`config.mk`:
```
export PLATFORM = sky130hd
export DESIGN_NAME = controle_fechadura
export DESIGN_NICKNAME = d
export VERILOG_FILES = /design/src/rtl/controle_fechadura.sv
export SDC_FILE = /design/constraint.sdc
export NUM_CORES = 1
export LEC_CHECK = 0
export CELL_PAD_IN_SITES_DETAIL_PLACEMENT = 1
export CELL_PAD_IN_SITES_GLOBAL_PLACEMENT = 2
export CORE_UTILIZATION = 32
export CTS_CLUSTER_DIAMETER = 150
export CTS_CLUSTER_SIZE = 28
export DETAILED_ROUTE_END_ITERATION = 10
export PLACE_DENSITY = 0.82
export SLEW_MARGIN = 20
export SYNTH_ARGS = -nofsm -noshare
export SYNTH_HDL_FRONTEND = slang
export SYNTH_SLANG_ARGS = --single-unit
```
`constraint.sdc`:
```
create_clock -name clk -period 2.85 [get_ports clk]
set_input_delay 0.4275 -clock clk [delete_from_list [all_inputs] [get_ports clk]]
set_output_delay 0.4275 -clock clk [all_outputs]
set_load 0.02 [all_outputs]
```
`src/rtl/controle_fechadura.sv`:
```
// controle_fechadura: top-level sequencer for the digital lock.
// Gates PIN requests into the verifier, acts on its result pulses, drives the
// bolt, counts consecutive failures and applies an escalating lockout.
module controle_fechadura #(
  parameter int MAX_TENT    = 3,
  parameter int T_ABERTA    = 5,
  parameter int T_BLOQ_BASE = 30,
  parameter int RESP_TMO    = 4
) (
  input  logic       clk,
  input  logic       rst,
  input  logic       tick_1s,
  input  logic       pin_valid,
  input  logic       senha_fail,
  input  logic       senha_padrao,
  input  logic       senha_master,
  input  logic       porta_fechada,
  input  logic       setup_done,
  output logic       verif_en,
  output logic       destrancar,
  output logic       bloqueado,
  output logic       setup_req,
  output logic [7:0] tempo_rest,
  output logic [2:0] tentativas
);

  typedef enum logic [2:0] {
    S_IDLE    = 3'd0,
    S_VERIF   = 3'd1,
    S_ABERTA  = 3'd2,
    S_BLOQ    = 3'd3,
    S_SETUP   = 3'd4
  } estado_t;

  localparam logic [3:0] MAX_T4    = 4'(MAX_TENT);
  localparam logic [2:0] MAX_T3    = 3'(MAX_TENT);
  localparam logic [7:0] CARGA_AB  = 8'(T_ABERTA);
  localparam logic [7:0] RESP_LIM  = 8'(RESP_TMO - 1);

  estado_t    estado, estado_n;
  logic [7:0] cnt, cnt_n;
  logic [2:0] tent, tent_n;
  logic [1:0] n_bloq, n_bloq_n;
  logic [7:0] wcnt, wcnt_n;
  logic       timeout;

  logic       verif_en_n, destrancar_n, bloqueado_n, setup_req_n;

  // Lockout length: base shifted by the lockout level, clamped to the 8-bit counter.
  function automatic logic [7:0] carga_bloq(input logic [1:0] nivel);
    logic [10:0] v;
    v = 11'(T_BLOQ_BASE) << nivel;
    return (v > 11'd255) ? 8'hFF : v[7:0];
  endfunction

  // Lockout level grows by one per lockout but never past 3.
  function automatic logic [1:0] nivel_inc(input logic [1:0] nivel);
    return (nivel == 2'd3) ? 2'd3 : nivel + 2'd1;
  endfunction

  assign timeout = (wcnt == RESP_LIM);

  // State and counter register; outputs are registered from their next values.
  always_ff @(posedge clk) begin
    if (rst) begin
      estado     <= S_IDLE;
      cnt        <= 8'd0;
      tent       <= 3'd0;
      n_bloq     <= 2'd0;
      wcnt       <= 8'd0;
      verif_en   <= 1'b1;
      destrancar <= 1'b0;
      bloqueado  <= 1'b0;
      setup_req  <= 1'b0;
    end else begin
      estado     <= estado_n;
      cnt        <= cnt_n;
      tent       <= tent_n;
      n_bloq     <= n_bloq_n;
      wcnt       <= wcnt_n;
      verif_en   <= verif_en_n;
      destrancar <= destrancar_n;
      bloqueado  <= bloqueado_n;
      setup_req  <= setup_req_n;
    end
  end

  // Next-state, countdown, failure count and lockout level.
  always_comb begin
    estado_n = estado;
    cnt_n    = cnt;
    tent_n   = tent;
    n_bloq_n = n_bloq;
    wcnt_n   = wcnt;
    case (estado)
      S_IDLE: begin
        cnt_n = 8'd0;
        if (pin_valid) begin
          estado_n = S_VERIF;
          wcnt_n   = 8'd0;
        end
      end
      S_VERIF: begin
        cnt_n = 8'd0;
        if (senha_master) begin
          estado_n = S_SETUP;
          tent_n   = 3'd0;
          n_bloq_n = 2'd0;
        end else if (senha_padrao) begin
          estado_n = S_ABERTA;
          tent_n   = 3'd0;
          n_bloq_n = 2'd0;
          cnt_n    = CARGA_AB;
        end else if (senha_fail || timeout) begin
          // A silent verifier counts the same as a rejected PIN.
          if ((4'(tent) + 4'd1) < MAX_T4) begin
            estado_n = S_IDLE;
            tent_n   = tent + 3'd1;
          end else begin
            estado_n = S_BLOQ;
            tent_n   = MAX_T3;
            cnt_n    = carga_bloq(n_bloq);
            n_bloq_n = nivel_inc(n_bloq);
          end
        end else begin
          wcnt_n = wcnt + 8'd1;
        end
      end
      S_ABERTA: begin
        // Once the window expires the bolt stays shut; only a closed door releases.
        if (cnt == 8'd0) begin
          if (porta_fechada) estado_n = S_IDLE;
        end else if (tick_1s) begin
          cnt_n = cnt - 8'd1;
        end
      end
      S_BLOQ: begin
        if (cnt == 8'd0) begin
          estado_n = S_IDLE;
          tent_n   = 3'd0;
        end else if (tick_1s) begin
          cnt_n = cnt - 8'd1;
        end
      end
      S_SETUP: begin
        if (setup_done) estado_n = S_IDLE;
      end
      default: begin
        estado_n = S_IDLE;
        cnt_n    = 8'd0;
      end
    endcase
  end

  // Output decode from the upcoming state so the registered outputs track it.
  always_comb begin
    verif_en_n   = (estado_n == S_IDLE);
    destrancar_n = (estado_n == S_ABERTA) && (cnt_n != 8'd0);
    bloqueado_n  = (estado_n == S_BLOQ);
    setup_req_n  = (estado_n == S_SETUP);
  end

  assign tempo_rest = cnt;
  assign tentativas = tent;

endmodule
```
==> run summary <==
The run gives 0 ns as the setup total negative slack. The number of buffers on the longest clock path is 2, and the core outline area is 4820 um^2. The logs give 251 um for the wire length on met3 and 3 for the number of buffers created by CTS. After clock tree synthesis, the clock-pin slew on the worst setup and hold paths is 0.09 ns. Entering global routing, the biggest net connects 16 pins. The via count of the first global-routing pass was 1605. The run gives 1010 um^2 as the area used by multi-input combinational logic. Counting every instance in the synthesized netlist gives 198.

The first routing iteration left 130 violations. The first TritonRoute pass finished after 4 iterations. For this run, the slowest stage of the critical path takes 0.46 ns. Dividing total power by cell area gives a power density of 383 nW/um^2.

For the worst setup path, the data required time is 3.05 ns. The cell area after synthesis is 1640 um^2. Traced cell by cell, the critical path runs through ha_1 > nor4b_1 > a211oi_1 > o21a_1 > a221oi_4 > o21ai_2 > a221oi_2. The portion of the clock cycle consumed by the worst path in the final layout works out to 0.839. The library cells used most frequently in the layout, excluding fill and tap cells, are nor2_1, dfxtp_1, clkdlybuf4s50_1. The tools report the initial standard-cell utilization of the core as 0.340.

The post-detailed-route count of antenna-violating nets came out at 0. Along the worst hold path, the cell count comes to 2. The path type of the worst setup path was register to register. After clock tree synthesis, the repair step resized 0 gates. The estimated wirelength of the detail-placed design is 3740 um, and the worst path buffer plus inverter count is 0. The total count of max-transition violations in the final report is 0, and the transition time at the pin with the least slew margin is 0.696 ns. STA classifies the critical path startpoint as a register. The worst setup path is captured at a register.

In this run, distinct cell masters in the synthesized netlist total 53. Counting every sink on the clock net gives 28. The startpoint identified for the worst hold timing path is wcnt[7]. The average instance in the mapped netlist occupies 8.27 um^2. On the final layout, the worst clock skew is 0.00255 ns. Hold repair after CTS inserted 0 buffers. The number of nets in the layout is 236, and the post-route DRC violation count is 0. The highest achievable clock rate was 0.418 GHz. During synthesis, Yosys emitted a total of 0 warnings. The number of vias per cell after detailed routing was 5.54; the maximum fanout encountered on the critical timing path was 10.

The flow ran to the end, and the final reports show no timing, DRC or antenna violations. The logs give 0 for the post-CTS setup buffer count and 210 for the net count of the mapped netlist. From synthesis to final layout, the design area changed by 23.2%.

The worst register-to-register path ends at tentativas[1]. The total overflow left after global routing is 0. Leaving out fill and tap cells, the most frequent cell in the layout is nor2_1. Type of the tightest min-delay check: register to register.

The sequential share of the synthesized area came out at 0.342. The tool flagged a number of max-cap violations equal to 0. The deepest level of the CTS H-tree was 1. The run gives 5410 um^2 as the overall die area. Broken down by cell family, the worst path's largest delay share belongs to compound AO/OA/AOI/OAI gates.

Across all register-to-register paths, the minimum setup slack is 0.46 ns. Summed over all layers, the routed wires come to 5000 um. For hold timing, the worst endpoint is wcnt[7]. The die is 73.5 um tall. The number of cell rows came out at 25. The congestion estimate from routability-driven global placement came to 0.837. The tools report the worst hold slack as 0.530 ns. The clock latency at the later pin of the worst-skew pair is 0.28 ns. The highest-delay cell along the critical path was a221oi_4. The tools report the final-layout fill cell count as 595. The critical path starts at wcnt[0]. Once placement finished, the instance area stood at 1960 um^2. The origin of the critical flop-to-flop path is wcnt[0].

After synthesis the netlist holds a flip-flop and latch count of 28. The share of final-layout standard cells stronger than drive strength 1 is 0.112. Highest metal layer with signal wires: met4. The wire length on met2 was 2380 um.

Biggest area consumer among synthesized cells: dfxtp_1. Across the whole layout, storage elements account for 561 um^2. By area the synthesized netlist is led by dfxtp_1, nor2_1, a21oi_1.

The async set-or-reset flop fraction in the synthesized netlist was 0; the final routed wire length divided by cell count was 17.2 um. Number of enable-type register cells in the synthesized netlist: 0. The first-pass GRT wire length was 8410 um; the worst path arrival time was 2.59 ns. Setup repair after global routing left no endpoint under its margin. Detailed routing inserted a total of 1608 vias. The total of endpoints with negative setup slack in the final report is 0.

The horizontal extent of the die was 73.5 um; the post-route standard cell area excluding fillers was 2020 um^2. The logs give 0 for the final antenna diode count and 0 for the initial antenna violation count. Overall track demand over capacity in global routing: 0.205. Final hold violation count: 0. The number of cells on the worst reg-to-reg path is 7. For the number of non-filler instances in the completed layout, the log shows 290. VDD sags by at most 0.000161 V. The analysis attributes to cell leakage a power of 0.000718 uW. The headroom to the max-slew limit came out at 0.535.

In this run the clock root is driven by a clkbuf_8. For the number of top-level pins, the log shows 24. The post-layout minimum cycle time is 2.39 ns, and the count of buffers inserted at the top-level ports is 23.

After detailed routing, the wire length on met1 is 2340 um. Once routing completed, OpenROAD measured the worst setup slack at 0.459 ns. TritonCTS built the clock tree. The number of placed instances with taps included is 286. Timing analysis after detailed placement gives a worst setup slack of 0.351 ns.

The portion of synthesized cell area occupied by the leading cell type is 0.342. Among all flip-flop cells after synthesis, the most frequent one is dfxtp_1.
[layout make-up]
cell class	count	area share
clock buffers	4	0.0273
inverters	5	0.00930
multi-input cells	155	0.500
flip-flops and latches	28	0.278
well taps	67	0.0415
repair buffers	31	0.144
[flip-flops by register name, summed over array words and instances, names as in the netlist]
register and count:
verif_en 1, estado 3, tentativas 3, wcnt 8, tempo_rest 8, setup_req 1
n_bloq 2, bloqueado 1, destrancar 1
[cells in the mapped netlist (3+ instances only)]
cell type,number
nand3_1,8
nor2_1,34
nand4_1,5
nor2b_1,3
ha_1,3
mux2i_1,3
xor2_1,6
nand2_1,12
nor3_1,5
inv_1,5
nand2b_1,4
dfxtp_1,28
a21oi_1,14
a31oi_1,6
clkbuf_1,4
buf_2,3
a211oi_1,4
o21ai_0,6
[cells by family after synthesis]
family | synth area share
buffers and inverters | 0.0412
and+or+nand+nor | 0.330
xor gates and xnor gates | 0.0374
muxes | 0.0183
DFF | 0.342
AOI/OAI and AO/OA | 0.208
adders and majority gates | 0.0229
[power by group]
part / internal, uW / total [uW] / leakage [uW] / switching [uW]
Combinational: 49.6 / 114 / 0.000462 / 64.1
Clock: 124 / 252 / 0.0000288 / 128
Sequential: 397 / 407 / 0.000226 / 9.08
Total: 571 / 772 / 0.000718 / 201
[per-stage QoR]
step	utilization	power [uW]
2_1_floorplan	-	485
3_3_place_gp	0.408	526
3_5_place_dp	0.408	529
4_1_cts	0.419	783
5_1_grt	0.419	806
6_report	0.419	772
[worst register-to-register path: cells and delay by family (launching register included)]
| kind | cells | cell delay (ns) |
|---|---|---|
| flip-flops | 1 | 0.43 |
| AND/OR/NAND/NOR | 1 | 0.39 |
| AO/OA/AOI/OAI | 5 | 1.25 |
| adder cells (fa/ha/maj) | 1 | 0.25 |
[layer usage]
| layer | vias to the layer above | GRT usage |
|---|---|---|
| li1 | 781 | - |
| met1 | 773 | 0.280 |
| met2 | 48 | 0.341 |
| met3 | 6 | 0.0357 |
| met4 | 0 | 0.0385 |
| met5 | - | 0 |
[worst max-delay path by stage]
stage / to / slack (ns) / depth (start not counted)
final: tentativas[1] / 0.46 / 7
after global routing: tentativas[2] / 0.19 / 7
after detailed placement: destrancar / 0.35 / 7
after CTS: tentativas[1] / 0.41 / 7
after global placement: destrancar / 0.39 / 7
after floorplan: destrancar / 0.77 / 8
Power figures use the tool's default switching activity.
